==> src/rtl/tt_gate_eval_pipe_if.sv <==
// rtl/tt_gate_eval_pipe_if.sv - configuration and evaluation stream bundle for tt_gate_eval_pipe
// Purpose: groups the table-load handshake, the input vector stream, the result
//          stream and the ones counter into one bundle.
// Ports (signals):
//   cfg_start/cfg_valid/cfg_bit  table load control, driven by master
//   cfg_busy/cfg_done            load status, driven by slave
//   in_valid/in_vec/in_ready     input vector stream (master -> slave)
//   out_valid/out_bit/out_ready  result stream (slave -> master)
//   ones_cnt                     saturating count of accepted 1 results
// Modports: master = stimulus side, slave = evaluator side.

interface tt_gate_eval_pipe_if #(
   parameter int N_IN  = 4,
   parameter int CNT_W = 8
);
   logic              cfg_start;
   logic              cfg_valid;
   logic              cfg_bit;
   logic              cfg_busy;
   logic              cfg_done;
   logic              in_valid;
   logic              in_ready;
   logic [N_IN-1:0]   in_vec;
   logic              out_valid;
   logic              out_ready;
   logic              out_bit;
   logic [CNT_W-1:0]  ones_cnt;

   modport master (
      output cfg_start, cfg_valid, cfg_bit, in_valid, in_vec, out_ready,
      input  cfg_busy, cfg_done, in_ready, out_valid, out_bit, ones_cnt
   );

   modport slave (
      input  cfg_start, cfg_valid, cfg_bit, in_valid, in_vec, out_ready,
      output cfg_busy, cfg_done, in_ready, out_valid, out_bit, ones_cnt
   );
endinterface

==> src/rtl/tt_gate_eval_pipe.sv <==
// rtl/tt_gate_eval_pipe.sv - runtime-loadable N_IN-input truth-table evaluator with output FIFO
// Purpose: looks up in_vec in the active truth table at accept time and queues the
//          result in a DEPTH-entry FIFO; a serial loader fills a shadow table which
//          replaces the active table in a one-cycle COMMIT state.
// Ports:
//   clk    rising-edge clock
//   rst_n  asynchronous active-low reset
//   bus    tt_gate_eval_pipe_if.slave (cfg_*, in_*, out_*, ones_cnt)

module tt_gate_eval_pipe #(
   parameter int                    N_IN     = 4,
   parameter logic [(1<<N_IN)-1:0]  TT_RESET = 16'h4A32,
   parameter int                    DEPTH    = 2,
   parameter int                    CNT_W    = 8
) (
   input  logic                 clk,
   input  logic                 rst_n,
   tt_gate_eval_pipe_if.slave   bus
);
   localparam int TT_W = 1 << N_IN;
   localparam int PW   = (DEPTH > 1) ? $clog2(DEPTH) : 1;
   localparam int CW   = $clog2(DEPTH + 1);

   typedef enum logic [1:0] {S_RUN, S_LOAD, S_COMMIT} state_t;

   state_t              state, state_nxt;
   logic [TT_W-1:0]     active;
   logic [TT_W-1:0]     shadow, shadow_nxt;
   logic [N_IN-1:0]     bit_cnt, bit_cnt_nxt;
   logic                busy, commit;

   logic                mem [DEPTH];
   logic [PW-1:0]       wr_ptr, rd_ptr, wr_inc, rd_inc;
   logic [CW-1:0]       count, count_nxt;
   logic                out_valid_q, out_bit_q, head_nxt;
   logic [CNT_W-1:0]    ones_q;
   logic                push, pop, lookup, in_ready;

   // ---------------- table load FSM ----------------
   always_ff @(posedge clk or negedge rst_n) begin
      if (!rst_n) begin
         state   <= S_RUN;
         shadow  <= '0;
         bit_cnt <= '0;
         active  <= TT_RESET;
      end else begin
         state   <= state_nxt;
         shadow  <= shadow_nxt;
         bit_cnt <= bit_cnt_nxt;
         if (commit) active <= shadow;
      end
   end

   always_comb begin
      state_nxt   = state;
      shadow_nxt  = shadow;
      bit_cnt_nxt = bit_cnt;
      busy        = 1'b0;
      commit      = 1'b0;
      case (state)
         S_RUN: begin
            if (bus.cfg_start) begin
               state_nxt   = S_LOAD;
               shadow_nxt  = '0;
               bit_cnt_nxt = '0;
            end
         end
         S_LOAD: begin
            busy = 1'b1;
            // A restart wins over a data bit presented in the same cycle.
            if (bus.cfg_start) begin
               shadow_nxt  = '0;
               bit_cnt_nxt = '0;
            end else if (bus.cfg_valid) begin
               shadow_nxt[bit_cnt] = bus.cfg_bit;
               bit_cnt_nxt         = bit_cnt + 1'b1;
               if (bit_cnt == {N_IN{1'b1}}) state_nxt = S_COMMIT;
            end
         end
         S_COMMIT: begin
            busy      = 1'b1;
            commit    = 1'b1;
            state_nxt = S_RUN;
         end
         default: state_nxt = S_RUN;
      endcase
   end

   // ---------------- evaluation and output FIFO ----------------
   // The bit is looked up at accept time, so a vector accepted in the COMMIT
   // cycle still sees the old table (active updates on that edge).
   assign lookup   = active[bus.in_vec];
   assign pop      = out_valid_q & bus.out_ready;
   assign in_ready = (count < CW'(DEPTH)) | pop;
   assign push     = bus.in_valid & in_ready;
   assign wr_inc   = (wr_ptr == PW'(DEPTH - 1)) ? '0 : wr_ptr + 1'b1;
   assign rd_inc   = (rd_ptr == PW'(DEPTH - 1)) ? '0 : rd_ptr + 1'b1;

   // out_bit is a register holding the FIFO head; this computes the head after
   // the current cycle's push/pop so it is ready on the next edge.
   always_comb begin
      count_nxt = count;
      head_nxt  = out_bit_q;
      case ({push, pop})
         2'b10: begin
            count_nxt = count + 1'b1;
            if (count == '0) head_nxt = lookup;
         end
         2'b01: begin
            count_nxt = count - 1'b1;
            if (count > CW'(1)) head_nxt = mem[rd_inc];
         end
         2'b11: begin
            if (count > CW'(1)) head_nxt = mem[rd_inc];
            else                head_nxt = lookup;
         end
         default: ;
      endcase
   end

   always_ff @(posedge clk) begin
      if (push) mem[wr_ptr] <= lookup;
   end

   always_ff @(posedge clk or negedge rst_n) begin
      if (!rst_n) begin
         wr_ptr      <= '0;
         rd_ptr      <= '0;
         count       <= '0;
         out_valid_q <= 1'b0;
         out_bit_q   <= 1'b0;
         ones_q      <= '0;
      end else begin
         if (push) wr_ptr <= wr_inc;
         if (pop)  rd_ptr <= rd_inc;
         count       <= count_nxt;
         out_valid_q <= (count_nxt != '0);
         out_bit_q   <= head_nxt;
         if (push && lookup && (ones_q != {CNT_W{1'b1}})) ones_q <= ones_q + 1'b1;
      end
   end

   assign bus.cfg_busy  = busy;
   assign bus.cfg_done  = commit;
   assign bus.in_ready  = in_ready;
   assign bus.out_valid = out_valid_q;
   assign bus.out_bit   = out_bit_q;
   assign bus.ones_cnt  = ones_q;
endmodule
==> src/flat_wrapper.sv <==
// flat-port wrapper written by rule: the top's interface ports become plain ports
module tt_gate_eval_pipe_flat 
#(
   parameter int                    N_IN     = 4,
   parameter logic [(1<<N_IN)-1:0]  TT_RESET = 16'h4A32,
   parameter int                    DEPTH    = 2,
   parameter int                    CNT_W    = 8
)
  (clk, rst_n, bus_cfg_start, bus_cfg_valid, bus_cfg_bit, bus_in_valid, bus_in_vec, bus_out_ready, bus_cfg_busy, bus_cfg_done, bus_in_ready, bus_out_valid, bus_out_bit, bus_ones_cnt);
  tt_gate_eval_pipe_if #(.N_IN(N_IN), .CNT_W(CNT_W)) bus_i ();
  input  logic clk;
  input  logic rst_n;
  input wire logic [$bits(bus_i.cfg_start)-1:0] bus_cfg_start;
  input wire logic [$bits(bus_i.cfg_valid)-1:0] bus_cfg_valid;
  input wire logic [$bits(bus_i.cfg_bit)-1:0] bus_cfg_bit;
  input wire logic [$bits(bus_i.in_valid)-1:0] bus_in_valid;
  input wire logic [$bits(bus_i.in_vec)-1:0] bus_in_vec;
  input wire logic [$bits(bus_i.out_ready)-1:0] bus_out_ready;
  output wire logic [$bits(bus_i.cfg_busy)-1:0] bus_cfg_busy;
  output wire logic [$bits(bus_i.cfg_done)-1:0] bus_cfg_done;
  output wire logic [$bits(bus_i.in_ready)-1:0] bus_in_ready;
  output wire logic [$bits(bus_i.out_valid)-1:0] bus_out_valid;
  output wire logic [$bits(bus_i.out_bit)-1:0] bus_out_bit;
  output wire logic [$bits(bus_i.ones_cnt)-1:0] bus_ones_cnt;
  assign bus_i.cfg_start = bus_cfg_start;
  assign bus_i.cfg_valid = bus_cfg_valid;
  assign bus_i.cfg_bit = bus_cfg_bit;
  assign bus_i.in_valid = bus_in_valid;
  assign bus_i.in_vec = bus_in_vec;
  assign bus_i.out_ready = bus_out_ready;
  assign bus_cfg_busy = bus_i.cfg_busy;
  assign bus_cfg_done = bus_i.cfg_done;
  assign bus_in_ready = bus_i.in_ready;
  assign bus_out_valid = bus_i.out_valid;
  assign bus_out_bit = bus_i.out_bit;
  assign bus_ones_cnt = bus_i.ones_cnt;
  tt_gate_eval_pipe #(.N_IN(N_IN), .TT_RESET(TT_RESET), .DEPTH(DEPTH), .CNT_W(CNT_W)) u_core (.clk(clk), .rst_n(rst_n), .bus(bus_i));
endmodule
==> config.mk <==
export PLATFORM = sky130hd
export DESIGN_NAME = tt_gate_eval_pipe_flat
export DESIGN_NICKNAME = d
export VERILOG_FILES = /design/src/rtl/tt_gate_eval_pipe_if.sv /design/src/rtl/tt_gate_eval_pipe.sv /design/src/flat_wrapper.sv
export SDC_FILE = /design/constraint.sdc
export NUM_CORES = 1
export LEC_CHECK = 0
export ABC_AREA = 1
export CAP_MARGIN = 20
export CORE_MARGIN = 1.5
export CORE_UTILIZATION = 25
export DETAILED_ROUTE_END_ITERATION = 8
export GPL_TIMING_DRIVEN = 0
export PLACE_DENSITY_LB_ADDON = 0.08
export SLEW_MARGIN = 20
export SYNTH_ARGS = -nofsm -noshare
export SYNTH_HDL_FRONTEND = slang
export SYNTH_SLANG_ARGS = --single-unit
==> constraint.sdc <==
create_clock -name clk -period 5 [get_ports clk]
set_input_delay 1 -clock clk [delete_from_list [all_inputs] [get_ports clk]]
set_output_delay 1 -clock clk [all_outputs]
set_load 0.01 [all_outputs]
**Word-level counts from Yosys, hierarchy flattened**

Memory sizes are Yosys's and may differ from the RTL's.
Cells that the tools add are included.

- Register bits: 52
- RAM bits: 2
- Bits of input ports: 11
- Output and inout port bits: 13
- Logic and storage cells: 80
- Memories: 1

Memories:

| name | words | width | read ports | clocked after memory_dff | write ports | RTL line | source |
|---|---|---|---|---|---|---|---|
| u_core.mem | 2 | 1 | 1 | 0 | 1 | tt_gate_eval_pipe.sv:32 | `logic mem [DEPTH];` |

- $add $sub $neg: 6
- Order comparisons: 5
- Equal/unequal tests: 14
- Muxes and demuxes: 29
- Bitwise logic cells: 3
- Reductions and logical operators: 12

Operators by type and width:

| operator | count |
|---|---|
| two-way mux 16 bit | 3 |
| one-hot mux 16 bit (2 select lines) | 1 |
| bitwise mux 16 bit | 1 |
| two-way mux 4 bit | 3 |
| two-way mux 1 bit | 11 |
| less-than comparator 4 x 5 -> 1 bit (second input constant) | 2 |
| adder 8 x 1 -> 8 bit (second input constant) | 1 |
| two-way mux 2 bit | 4 |
| != test 8 bit (second input constant) | 1 |
| one-hot mux 2 bit (2 select lines) | 2 |
| one-hot mux 4 bit (2 select lines) | 1 |
| == test 2 bit (second input constant) | 3 |
| != test 2 x 1 -> 1 bit (second input constant) | 3 |
| != test 2 bit (second input constant) | 3 |
| AND reduction 3 bit | 2 |
| adder 4 x 1 -> 4 bit (second input constant) | 1 |
| binary-select mux 1 bit (select 4 bit) | 1 |
| demux 1 bit (select 4 bit) | 1 |
| == test 2 x 1 -> 1 bit (second input constant) | 2 |
| == test 4 bit (second input constant) | 1 |
| >= comparator 4 x 1 -> 1 bit (second input constant) | 1 |
| logical NOT 2 bit | 2 |
| AND reduction 4 bit | 1 |
| nonzero test 2 bit | 2 |
| 12 further kinds | 16 |

**Depth between registers and ports, before layout**

- Word-level depth: 8
- Depth in mapped cells: 13
- Gate-level depth less buffers: 12

**Worst setup path before layout**

Ideal clock, no wire load.

- Kind: input to output
- From: input bus_out_ready
- To: output bus_in_ready
- Arrival: 1.285 ns
- Data required time: 4.000 ns
- Slack: 2.715 ns
- Cell stages on the path: 2
- Buffers on the path: 0
- Cell sequence: nand2_1 nand2_1

- Cells in the longest elaborated chain, start to end: 2

Ends and longest elaborated chain:

| what | RTL line | source |
|---|---|---|
| start, declared | flat_wrapper.sv:18 | `input wire logic [$bits(bus_i.out_ready)-1:0] bus_out_ready;` |
| AND 1 bit | tt_gate_eval_pipe.sv:93 | `assign pop = out_valid_q & bus.out_ready;` |
| bitwise OR 1 bit | tt_gate_eval_pipe.sv:94 | `assign in_ready = (count < CW'(DEPTH)) \| pop;` |
| end, declared | flat_wrapper.sv:21 | `output wire logic [$bits(bus_i.in_ready)-1:0] bus_in_ready;` |

No other way between the ends.

**Worst setup path in the final report**

Same ends and word-level chain as after synthesis.

==> results.cfg <==
[outcome]
outcome = completed

[global_route]
grt_max_degree = 41
use_met3 = 0.0227
grt_pass1_wl_mm = 10.9
busiest_layer = met2
track_usage = 0.119
grt_remaining_overflow = 0
grtUsageMet2 = 0.183
grt_pass1_vias = 2159
antenna_found_initial = 0
met1_usage = 0.169

[critical_path]
endpoint_kind = primary output
cp_max_fo = 8
reg2regPathDepth = 11
slowest_stage = clkdlybuf4s50_1
reg2reg_slack_ns = 3.16
worstSetupStartpoint = bus_out_ready
worstPathRequired_ns = 4.00
crit_chain = clkdlybuf4s50_1 > nand2_1 > nand2_1 > clkdlybuf4s50_1
startpoint_type = input port
crit_type = input port to primary output
critical_path.endpoint = bus_in_ready
reg2reg_to = u_core.shadow[7]
crit_path_max_incr_delay_ns = 0.54
r2r_start = u_core.state[0]
arrival_ns = 2.29

[logic_synthesis]
synthesis.nets = 373
ys_dominant_reg_cell = dfrtp_1
yosysWarnings = 0
synth_edf_count = 2
synth_cell_types = 29
async_flop_share = 0.963
syn_avg_cell_area_sq_um = 8.01
ys_seq_area_frac = 0.487
ys_ff_latch = 54
synth_area_sq_mm = 0.00281
synthCells = 351

[layout]
n_antenna_cell = 0
nNetsFinal = 403
instances_no_fill = 522
final_common_cell = nand2_1
area_growth_pct = 18.0
drive_above_1_share = 0.0733
final_cell_mix = nand2_1, inv_1, dfrtp_1

[sta]
rsz0062_at_grt = no
finalSetupViolCount = 0
fin_setup_tns_ns = 0
finalMaxSlewViolations = 0
slew_headroom = 0.694
min_period_ns = 3.29
fmax_mhz = 304
finClkSkew_ns = 0.00642
period_share = 0.659
tightest_slew_ns = 0.457
hold_viol = 0

[floorplan]
ioPinCount = 24
die_x_microns = 109
core_area_sq_mm = 0.0109
rows = 38
die_h_microns = 109
initial_core_util = 0.258
fp.dieArea_sq_mm = 0.0119

[clocking]
cts-root-buf = clkbuf_8
cts_buffer_depth = 2
post_cts_buffers = 0
cts.reportedPaths.clkPinSlew_ns = 0.10
cts_resized = 0
cts.sinks = 54
worstSkewPairLatency_ns = 0.31
hold_buffers = 0
cts_tree = yes
cts_buffers = 5
htree_num_levels = 2

[routing]
wl_mm = 6.47
post_drt_via_cell_ratio = 4.21
drt-pass1-iter-count = 4
route.detailed.drc = 0
ant_nets = 0
num_vias = 2198
drtIter0Drc = 93
wl_per_cell_microns = 12.4

[power_and_ir_drop]
leakagePower_nw = 1.57
ir_worst_vdd_v = 0.000135
comb_power_share = 0.392
switchingPower_w = 0.000522
p_per_area_mw_per_mm2 = 402
power.internal_w = 0.000812
power_frac_seq = 0.419
p_clk_frac = 0.188
p_sw_frac = 0.391

[run]
max-cap-violations = 0

[place]
portBuffers = 22
dp_hpwl_mm = 4.73
dp_cells = 514
gp_congestion = 0.724

[worst_hold_path]
hold_class = flip-flop to flip-flop
==> logic make-up after synthesis <==
logic type      count (synthesis)  synth area share
compound gates                 51            0.0948
simple gates                  161             0.251
flops                          54             0.487
fa+ha+maj                      11            0.0490
buf+inv                        66            0.0935
xor+xnor                        8            0.0249
==> critical path, delay by kind of cell <==
family,cells,cell delay (ns)
buffers and inverters,2,0.99
and+or+nand+nor,2,0.30
==> power groups by stage <==
stage          logic [W]  registers [W]  clock network, W
2_1_floorplan   0.000341       0.000568                 0
3_3_place_gp    0.000533       0.000568                 0
3_5_place_dp    0.000535       0.000570                 0
4_1_cts         0.000539       0.000562          0.000268
5_1_grt         0.000601       0.000568          0.000282
6_report        0.000523       0.000559          0.000251
==> per-stage QoR <==
step | instance area (sq um) | util | setup WS, ns | power, W | hold WS, ns
after floorplan | 2810 | - | 2.71 | 0.000909 | 0.450
after global placement | 3210 | 0.294 | 1.04 | 0.00110 | 0.469
after detailed placement | 3230 | 0.297 | 1.71 | 0.00111 | 0.471
after CTS | 3320 | 0.305 | 1.69 | 0.00137 | 0.496
after global routing | 3320 | 0.305 | 1.63 | 0.00145 | 0.509
final | 3320 | 0.305 | 1.71 | 0.00133 | 0.489
==> how the worst min path moves through the flow <==
stage / start / to / depth (start not counted)
detailed placement: u_core.bus.out_bit / u_core.bus.out_bit / 2
global placement: u_core.bus.out_bit / u_core.bus.out_bit / 2
global route: u_core.bus.out_bit / u_core.bus.out_bit / 2
finish: u_core.active[1] / u_core.active[1] / 2
floorplan: u_core.shadow[13] / u_core.active[13] / 2
CTS: u_core.active[1] / u_core.active[1] / 2
==> cells in the mapped netlist, types with 2 or more instances <==
| master | number | area share |
|---|---|---|
| inv_1 | 54 | 0.072 |
| inv_2 | 3 | 0.0040 |
| nand4_1 | 9 | 0.020 |
| xor2_1 | 6 | 0.019 |
| nor3_1 | 2 | 0.0036 |
| xnor2_1 | 2 | 0.0062 |
| o21ai_0 | 39 | 0.069 |
| nor2_1 | 16 | 0.021 |
| dfstp_2 | 6 | 0.056 |
| nand3_1 | 36 | 0.064 |
| nand2_1 | 93 | 0.12 |
| buf_2 | 3 | 0.0053 |
| edfxtp_1 | 2 | 0.021 |
| dfrtp_1 | 46 | 0.41 |
| clkbuf_1 | 4 | 0.0053 |
| a21oi_1 | 7 | 0.012 |
| ha_1 | 11 | 0.049 |
==> cell type report <==
cell class,count,area [sq um]
clock buffer,6,72.6
tap,140,175
clock inverter,2,13.8
timing repair buffer,23,245
multi-input combinational,231,1180
fill,1188,7570
buffer,9,48.8
inverter,57,214
sequential,54,1370
==> state kept, by name (all words and copies together), names as in the netlist <==
signal / cells
u_core.mem: 2
u_core.count: 2
u_core.bus.out_valid: 1
u_core.shadow: 16
u_core.rd_ptr: 1
u_core.bus.out_bit: 1
u_core.state: 2
u_core.active: 16
u_core.bit_cnt: 4
u_core.wr_ptr: 1
u_core.bus.ones_cnt: 8
==> per-layer routing <==
metal / vias up / wire [microns]
li1: 1173 / -
met1: 1000 / 3480
met2: 20 / 2730
met3: 5 / 176
met4: 0 / 88
met5: - / 0
Note: power is estimated with default switching activity, not from simulation.
==> edit (same settings) <==
Reset style: synchronous (`rst_n`), changed in 2 clocked blocks. Comments in the files are not updated.
--- a/src/rtl/tt_gate_eval_pipe.sv
+++ b/src/rtl/tt_gate_eval_pipe.sv
@@ -38,5 +38,5 @@
 
    // ---------------- table load FSM ----------------
-   always_ff @(posedge clk or negedge rst_n) begin
+   always_ff @(posedge clk) begin
       if (!rst_n) begin
          state   <= S_RUN;
@@ -123,5 +123,5 @@
    end
 
-   always_ff @(posedge clk or negedge rst_n) begin
+   always_ff @(posedge clk) begin
       if (!rst_n) begin
          wr_ptr      <= '0;
Check against the original RTL: differs if rst_n is asserted again (counterexample within 4 cycles, from zero or initial values and one cycle with rst_n low); with rst_n held inactive, the same outputs for 10 cycles.
==> edit against the unedited design <==
- via count rose by 6.0%
- clock skew rose by 2.4 ps
- first-iteration DRC count fell by 15%
- non-clock buffer count rose by 2
- sequential cell count did not move
- sequential power barely moved
- utilization rose by 0.082 points
- power fell by 4.0%
- setup slack improved by 49 ps
- fmax rose by 1.5%
- design area fell by 4.1%
- routed wire length rose by 3.6%
- area after synthesis fell by 3.7%
==> edit: results (changes against the unedited design) <==
TIMING.HOLD.WORST_ENDPOINT='u_core.active[2]'
SYNTHXORXNORAREAFRAC_PCT=1.94  # -0.55 points
WORST-R2R-SETUP-SLACK_PS=2950  # -210 ps
P_LEAK_nW=1.32  # -16%
GRT_FIRST_PASS_WIRELENGTH_UM=11300  # +3.9%
DETAILEDROUTE.FIRSTITERATIONVIOLATIONS=79  # -15%
SYNTH.TOP_CELLS.BY_COUNT='sky130_fd_sc_hd__nand2_1 (61), sky130_fd_sc_hd__dfxtp_1 (52), sky130_fd_sc_hd__inv_1 (47)'
VIAS_IN_THE_FIRST_GLOBAL_ROUTE=2272  # +5.2%
DPL_CELL_AREA_UM2=3100  # -4.2%
NETLIST_TOP_CELLS_AREA='sky130_fd_sc_hd__dfxtp_1 (38%), sky130_fd_sc_hd__nand2_1 (8.5%), sky130_fd_sc_hd__ha_1 (6.9%), sky130_fd_sc_hd__inv_1 (6.5%), sky130_fd_sc_hd__a21oi_1 (6.5%)'
AREA_FRACTION_IN_COMPOUND_GATES_AFTER_SYNTHESIS_PCT=17.8  # +8.3 points
YOSYS-MUX-AREA-FRACTION_PCT=0.370  # +0.37 points
INTPOWER_uW=780  # -3.9%
ACTUAL_SLEW_AT_THE_WORST_MAX_SLEW_PIN_PS=617  # +160 ps
OUTCOME='completed'
POST-DP-HPWL_UM=5070  # +7.3%
FINAL_REPLACE_WEIGHTED_CONGESTION=0.756  # +4.5%
SYNTH.NET_COUNT=394  # +5.6%
ASYNC_RESET_FF_SHARE_PCT=0  # -96 points
INITIAL_UTILIZATION_PCT=26.0  # +0.16 points
SYNTH_SEQ_AREA_SHARE_PCT=40.7  # -8.0 points
POST_SYNTH_CELL_TYPES=33  # +14%
OVERALL_ROUTED_NET_LENGTH_UM=6710  # +3.6%
CLOCK_SKEW_PS=8.83  # +2.41 ps
PLACEMENT.SETUP.WORST_SLACK_PS=1740  # +36.0 ps
POWER.IR.VDD_WORST_mV=0.169  # +25%
HOLD_PATH_STARTPOINT='u_core.active[2]'
DETAIL_ROUTE.WL_PER_CELL_UM=12.6  # +1.3%
GRT_MAX_DEGREE=17  # -59%
NNETSFINAL=423  # +5.0%
WHS_PS=464  # -25.2 ps
FRACTION_OF_LAYOUT_CELLS_WITH_A_SIZE_SUFFIX_ABOVE_1_PCT=6.78  # -0.55 points
SYNTH-ADDER-AREA-SHARE_PCT=6.94  # +2.0 points
-- edit: kinds of logic (layout without fill, tap and decap cells) --
kind of cell / Yosys count / after routing
buffers and inverters: 70 / 100
XOR/XNOR: 6 / 6
AND/OR/NAND/NOR: 134 / 134
adder cells (fa/ha/maj): 15 / 15
AO/OA/AOI/OAI: 88 / 88
multiplexers: 1 / 1
flip-flops: 54 / 54
-- edit: power by group through the flow --
stage / combinational (mW) / sequential, mW / clock (mW)
4_1_cts: 0.478 / 0.559 / 0.264
3_5_place_dp: 0.475 / 0.569 / 0
3_3_place_gp: 0.476 / 0.568 / 0
6_report: 0.470 / 0.559 / 0.252
5_1_grt: 0.547 / 0.568 / 0.278
2_1_floorplan: 0.334 / 0.559 / 0
-- edit: worst max-delay path by stage --
stage / cells after the start / startpoint / endpoint / slack [ps]
after floorplan: 11 / bus_out_ready / u_core.bus.out_bit / 2710
after global placement: 4 / bus_out_ready / bus_in_ready / 1740
after detailed placement: 4 / bus_out_ready / bus_in_ready / 1740
after CTS: 4 / bus_out_ready / bus_in_ready / 1740
after global routing: 4 / bus_out_ready / bus_in_ready / 1680
final: 4 / bus_out_ready / bus_in_ready / 1760
-- edit: layout make-up --
class                           count  area (µm²)
Multi-Input combinational cell    244        1320
Sequential cell                    54        1100
Clock inverter                      2        13.8
Inverter                           58         218
Tap cell                          136         170
Timing Repair Buffer               22         220
Fill cell                        1182        7230
Clock buffer                        6        72.6
Buffer                             12        65.1
-- edit: per-layer routing --
metal  share of wire, %  GRT usage, %  wire (µm)
met2                 42          18.7       2820
met3                2.2          2.07        147
met4                1.1          3.62         76
met5                  0             0          0
met1                 55          18.4       3670
